## src/rtl/hazard_pkg.sv

```systemverilog
// Shared types and default latencies for the multi-cycle hazard unit.
package hazard_pkg;

    typedef enum logic [1:0] {
        FWD_RF = 2'b00,
        FWD_W  = 2'b01,
        FWD_M  = 2'b10
    } fwd_sel_t;

    typedef enum logic {
        IDLE = 1'b0,
        BUSY = 1'b1
    } mc_state_t;

    localparam int unsigned DEF_REG_AW      = 5;
    localparam int unsigned DEF_MUL_LAT     = 4;
    localparam int unsigned DEF_DIV_LAT     = 32;
    localparam int unsigned DEF_STALL_CNT_W = 16;

    function automatic int unsigned max_u(input int unsigned a, input int unsigned b);
        return (a > b) ? a : b;
    endfunction

endpackage

```

## src/rtl/hilo_tracker.sv

```systemverilog
// Tracks occupancy of the multi-cycle HI/LO unit (mult/div) with a
// two-state FSM and a latency down-counter.
module hilo_tracker
    import hazard_pkg::*;
#(
    parameter int unsigned MUL_LAT = DEF_MUL_LAT,
    parameter int unsigned DIV_LAT = DEF_DIV_LAT
) (
    input  logic clk,
    input  logic reset_n,
    input  logic mc_start_e,
    input  logic mc_isdiv_e,
    output logic mc_busy,
    output logic mc_done,
    output logic mc_cnt_gt1
);

    localparam int unsigned CNT_W = $clog2(max_u(MUL_LAT, DIV_LAT) + 1);

    mc_state_t          state, state_nxt;
    logic [CNT_W-1:0]   cnt, cnt_nxt;
    logic [CNT_W-1:0]   start_lat;

    assign start_lat = mc_isdiv_e ? CNT_W'(DIV_LAT) : CNT_W'(MUL_LAT);

    always_ff @(posedge clk) begin
        if (!reset_n) begin
            state <= IDLE;
            cnt   <= '0;
        end else begin
            state <= state_nxt;
            cnt   <= cnt_nxt;
        end
    end

    // A start while BUSY reloads: legal on the release cycle (cnt==1),
    // a protocol violation otherwise, but handled identically.
    always_comb begin
        state_nxt = state;
        cnt_nxt   = cnt;
        unique case (state)
            IDLE: begin
                if (mc_start_e) begin
                    state_nxt = BUSY;
                    cnt_nxt   = start_lat;
                end
            end
            BUSY: begin
                if (mc_start_e) begin
                    cnt_nxt = start_lat;
                end else if (cnt == CNT_W'(1)) begin
                    state_nxt = IDLE;
                    cnt_nxt   = '0;
                end else begin
                    cnt_nxt = cnt - CNT_W'(1);
                end
            end
            default: begin
                state_nxt = IDLE;
                cnt_nxt   = '0;
            end
        endcase
    end

    assign mc_busy    = (state == BUSY);
    assign mc_done    = (state == BUSY) && (cnt == CNT_W'(1));
    assign mc_cnt_gt1 = (state == BUSY) && (cnt > CNT_W'(1));

endmodule

```

## src/rtl/hazard_unit_mc.sv

```systemverilog
// Hazard unit for the 5-stage MIPS pipeline: forwarding, load-use/branch
// stalls, HI/LO unit stalls, branch/jump flush and a stall-cycle counter.
module hazard_unit_mc
    import hazard_pkg::*;
#(
    parameter int unsigned REG_AW      = DEF_REG_AW,
    parameter int unsigned MUL_LAT     = DEF_MUL_LAT,
    parameter int unsigned DIV_LAT     = DEF_DIV_LAT,
    parameter int unsigned STALL_CNT_W = DEF_STALL_CNT_W
) (
    input  logic                   clk,
    input  logic                   reset_n,
    input  logic [REG_AW-1:0]      rs_d,
    input  logic [REG_AW-1:0]      rt_d,
    input  logic [REG_AW-1:0]      rs_e,
    input  logic [REG_AW-1:0]      rt_e,
    input  logic [REG_AW-1:0]      writereg_e,
    input  logic [REG_AW-1:0]      writereg_m,
    input  logic [REG_AW-1:0]      writereg_w,
    input  logic                   regwrite_e,
    input  logic                   regwrite_m,
    input  logic                   regwrite_w,
    input  logic                   memtoreg_e,
    input  logic                   memtoreg_m,
    input  logic                   branch_d,
    input  logic                   pcsrc_d,
    input  logic                   jump_d,
    input  logic                   mc_start_d,
    input  logic                   mc_start_e,
    input  logic                   mc_isdiv_e,
    input  logic                   hilo_rd_d,
    input  logic                   stat_clr,
    output logic [1:0]             forward_a_e,
    output logic [1:0]             forward_b_e,
    output logic                   forward_a_d,
    output logic                   forward_b_d,
    output logic                   stall_f,
    output logic                   stall_d,
    output logic                   flush_e,
    output logic                   flush_d,
    output logic                   mc_busy,
    output logic                   mc_done,
    output logic [STALL_CNT_W-1:0] stall_cnt
);

    logic mc_cnt_gt1;
    logic lwstall, branchstall, mcstall, stall;

    function automatic fwd_sel_t fwd_e_sel(
        input logic [REG_AW-1:0] src,
        input logic [REG_AW-1:0] wr_m,
        input logic              rw_m,
        input logic [REG_AW-1:0] wr_w,
        input logic              rw_w
    );
        if (src != '0 && rw_m && src == wr_m)
            return FWD_M;
        else if (src != '0 && rw_w && src == wr_w)
            return FWD_W;
        else
            return FWD_RF;
    endfunction

    assign forward_a_e = fwd_e_sel(rs_e, writereg_m, regwrite_m, writereg_w, regwrite_w);
    assign forward_b_e = fwd_e_sel(rt_e, writereg_m, regwrite_m, writereg_w, regwrite_w);
    assign forward_a_d = (rs_d != '0) && regwrite_m && (rs_d == writereg_m);
    assign forward_b_d = (rt_d != '0) && regwrite_m && (rt_d == writereg_m);

    assign lwstall = memtoreg_e && (writereg_e != '0) &&
                     ((rs_d == writereg_e) || (rt_d == writereg_e));

    assign branchstall = branch_d &&
        ((regwrite_e && (writereg_e != '0) && ((rs_d == writereg_e) || (rt_d == writereg_e))) ||
         (memtoreg_m && (writereg_m != '0) && ((rs_d == writereg_m) || (rt_d == writereg_m))));

    hilo_tracker #(
        .MUL_LAT (MUL_LAT),
        .DIV_LAT (DIV_LAT)
    ) u_hilo_tracker (
        .clk        (clk),
        .reset_n    (reset_n),
        .mc_start_e (mc_start_e),
        .mc_isdiv_e (mc_isdiv_e),
        .mc_busy    (mc_busy),
        .mc_done    (mc_done),
        .mc_cnt_gt1 (mc_cnt_gt1)
    );

    // On the final busy cycle the result is ready, so HI/LO readers proceed.
    assign mcstall = (hilo_rd_d || mc_start_d) && (mc_start_e || mc_cnt_gt1);

    assign stall   = lwstall || branchstall || mcstall;
    assign stall_f = stall;
    assign stall_d = stall;
    assign flush_e = stall;
    assign flush_d = (pcsrc_d || jump_d) && !stall;

    always_ff @(posedge clk) begin
        if (!reset_n)
            stall_cnt <= '0;
        else if (stat_clr)
            stall_cnt <= '0;
        else if (stall && (stall_cnt != '1))
            stall_cnt <= stall_cnt + STALL_CNT_W'(1);
    end

endmodule

```

## config.mk

```make
export PLATFORM = sky130hd
export DESIGN_NAME = hazard_unit_mc
export DESIGN_NICKNAME = d
export VERILOG_FILES = /design/src/rtl/hazard_pkg.sv /design/src/rtl/hilo_tracker.sv /design/src/rtl/hazard_unit_mc.sv
export SDC_FILE = /design/constraint.sdc
export NUM_CORES = 1
export LEC_CHECK = 0
export CAP_MARGIN = 5
export CORE_MARGIN = 3
export CORE_UTILIZATION = 30
export CTS_CLUSTER_SIZE = 28
export DETAILED_ROUTE_END_ITERATION = 10
export PLACE_DENSITY = 0.59
export SLEW_MARGIN = 40
export SYNTH_ARGS = -nofsm -noshare
export SYNTH_HDL_FRONTEND = slang
export SYNTH_SLANG_ARGS = --single-unit
```

## constraint.sdc

```tcl
create_clock -name clk -period 2.25 [get_ports clk]
set_input_delay 0.3375 -clock clk [delete_from_list [all_inputs] [get_ports clk]]
set_output_delay 0.3375 -clock clk [all_outputs]
set_load 0.02 [all_outputs]
```

==> impl_metrics.yaml <==
clock_tree:
  cts-root-buf: "clkbuf_8"
  clkLatencyLatePin_ns: 0.27
  clkTransAtPathRegs_ns: 0.08
  cts_buffers: 3
  cts.sinks: 23
  htree_levels: 1
  cts_tree: "built"
  cts_max_path_buffers: 2
sta:
  layout_min_cycle_time_ns: 2.271
  max-slew-margin-rel_pct: 75.43
  hold_violations: 0
  tightest_slew_ns: 0.3675
  rsz0062_at_grt: "yes"
  max_freq_mhz: 440.4
  slew_violations: 0
  fin_crit_sh_pct: 100.9
  setup_viol: 4
  hold_slack_ns: 0.5009
  timing.final.ws_setup_ns: -0.02059
  skew_ns: 0.007148
worst_setup_path:
  critPathMaxFanout: 6
  cp.arrival_ns: 1.93
  cp-end-kind: "output pin"
  worstSetupPathType: "reg -> out"
  reg2reg_slack_ns: 0.20
  r2r_end: "stall_cnt[15]"
  worstReg2RegStart: "u_hilo_tracker.cnt[0]"
  cp-start-kind: "flop"
  r2r_cells: 9
  cp.required_ns: 1.91
final_layout:
  diodes: 0
  areaGrowthSynthToFinish_pct: 66.80
  final_cells: 413
  final_util_pct: 53.17
  layout.nets: 395
  drive_above_1_share_pct: 23.46
logic_synthesis:
  netlist_area_um2: 1809
  synth_edf_count: 0
  syn_inst: 231
  syn_avg_cell_area_um2: 7.832
  ys.flop_type: "dfxtp_1"
  syn-num-nets: 284
  yosys.cell_types.count: 39
  yosys_warnings: 0
  ys_async_sr_fraction_pct: 0
  ys_ff_latch: 23
  seq_area_frac_synth_pct: 25.45
grt:
  grt_pass1_vias: 1920
  grt_busiest_layer: "met2"
  grt.total_usage_pct: 15.51
  grt_max_degree: 20
  met3_usage_pct: 2.270
  grt_pass1_wl_um: 9163
  gr-usage-met1_pct: 21.69
  grt.met2_usage_pct: 25.09
  antenna_found_initial: 0
  grt_overflow_total: 0
place:
  dp_hpwl_um: 4514
  placed_cells: 404
  port_buffers: 77
  place_congestion: 0.7980
floorplanning:
  die_x_um: 83.66
  core_region_area_um2: 5675
  dieArea_um2: 6999
  rows: 27
  ioPinCount: 78
  start_util_pct: 31.88
  die_y_um: 83.66
hold_path:
  hold_path.class: "reg -> reg"
  min_from: "u_hilo_tracker.cnt[1]"
  hold_depth: 2
  whs_endpoint: "u_hilo_tracker.cnt[1]"
detailed_routing:
  viasPerCell: 4.964
  drtIter0Drc: 108
  ant_nets: 0
  drc: 0
  wl_um: 5582
  dr_total_vias: 2050
  first_pass_iters: 4
  routedWlPerCell_um: 13.52
power:
  irDropWorstVdd_mv: 0.2768
  p_leak_nw: 1.194
  power_density_nw_per_um2: 364.1
status:
  status: "finished with violations"
  violations: "negative setup slack"
job:
  max_cap_violations: 0
cell type report:
| cell class | instances | area, um^2 |
|---|---|---|
| clock buffer | 3 | 41.29 |
| inverter | 3 | 15.01 |
| tap | 72 | 90.09 |
| timing repair buffer | 121 | 1080 |
| multi-input combinational | 190 | 1324 |
| fill | 559 | 2658 |
| sequential | 23 | 462.9 |
| clock inverter | 1 | 5.005 |
worst max path at each step:
stage,from,to,slack (ns),cells past startpoint
floorplan,writereg_m[1],stall_d,-0.04,8
global placement,writereg_m[3],flush_d,-0.71,8
detailed placement,writereg_m[3],flush_d,-0.77,8
CTS,u_hilo_tracker.cnt[4],flush_d,-0.04,8
global route,u_hilo_tracker.cnt[2],flush_d,-0.15,8
finish,u_hilo_tracker.cnt[2],flush_d,-0.02,8
per-layer routing:
metal  share of wire, %  routed length (um)  up-vias
li1                   -                   -     1055
met1                 48                2676      934
met2                 46                2576       56
met3                4.9                 276        5
met4               0.95                  53        0
met5                  0                   0        -
report_power, final:
| part | leakage (nW) | internal [mW] | switching [mW] |
|---|---|---|---|
| clock network | 0.0255 | 0.124 | 0.139 |
| logic | 0.981 | 0.230 | 0.181 |
| registers | 0.187 | 0.416 | 0.00807 |
Yosys cell counts, drive strengths merged (8+ instances only):
| library cell | n | area, um^2 |
|---|---|---|
| xnor2 | 35 | 306.5 |
| xor2 | 10 | 87.58 |
| and3 | 8 | 50.05 |
| dfxtp | 23 | 460.4 |
| nand3 | 8 | 40.04 |
| clkbuf | 8 | 30.03 |
| nand2 | 16 | 60.06 |
| nor2 | 18 | 67.56 |
| o21ai | 11 | 55.05 |
| nand4 | 10 | 62.56 |
| a21oi | 16 | 80.08 |
| or4 | 10 | 75.07 |
cells by family after synthesis:
logic type,Yosys count,share of synthesized area [%]
simple gates,98,29.74
xor+xnor,45,21.78
compound gates,43,14.66
flops,23,25.45
buf+inv,18,5.670
fa+ha+maj,3,2.075
mux,1,0.6224
placed cells by master (no fill, tap or decap), types with 3 or more instances in the layout:
cell type / instances
clkdlybuf4s50_1: 50
buf_4: 44
xnor2_1: 34
dfxtp_1: 21
nand2_1: 16
nor2_1: 15
a21oi_1: 15
xor2_1: 10
nand4_1: 10
dlymetal6s2s_1: 10
o21ai_0: 9
nand3_1: 8
or4_1: 8
and3_1: 8
buf_2: 7
or3_1: 6
a211oi_1: 6
nor3_1: 5
dlygate4sd2_1: 4
nor2_4: 3
nor2b_1: 3
ha_1: 3
clkbuf_8: 3
timing repair:
| item | 4_1_cts | 5_1_grt |
|---|---|---|
| hold buffers | 0 | 0 |
| gates resized for setup | 61 | 22 |
| pin swaps | 10 | 11 |
| buffers inserted | 3 | 2 |
| setup endpoints to repair | 13 | 13 |
| endpoints found under the hold margin | 0 | 0 |
metrics by stage:
step           worst slack [ns]  cell area [um^2]  total power [mW]  setup TNS [ns]
6_report               -0.02059              3018             1.099        -0.03007
5_1_grt                 -0.1507              3018             1.165         -0.6490
4_1_cts                -0.03932              2965             1.103        -0.08656
3_5_place_dp            -0.7740              2879            0.8259          -8.624
3_3_place_gp            -0.7091              2879            0.8218          -8.066
2_1_floorplan          -0.03793              1817            0.6209         -0.1122
flip-flops by register name (all words and copies together), names as in the netlist:
| signal | cells |
|---|---|
| u_hilo_tracker.cnt | 6 |
| u_hilo_tracker.mc_busy | 1 |
| stall_cnt | 16 |
critical path, stage by stage (launching register included):
cell and delay, ns:
dfxtp_2 0.34, nor4_4 0.33, o21ai_2 0.11, a21oi_2 0.18, a2bb2oi_2 0.16, and2_4 0.17
clkinvlp_4 0.14, nor2_4 0.11, buf_6 0.12
No activity file was read; power rests on OpenSTA's default activity.
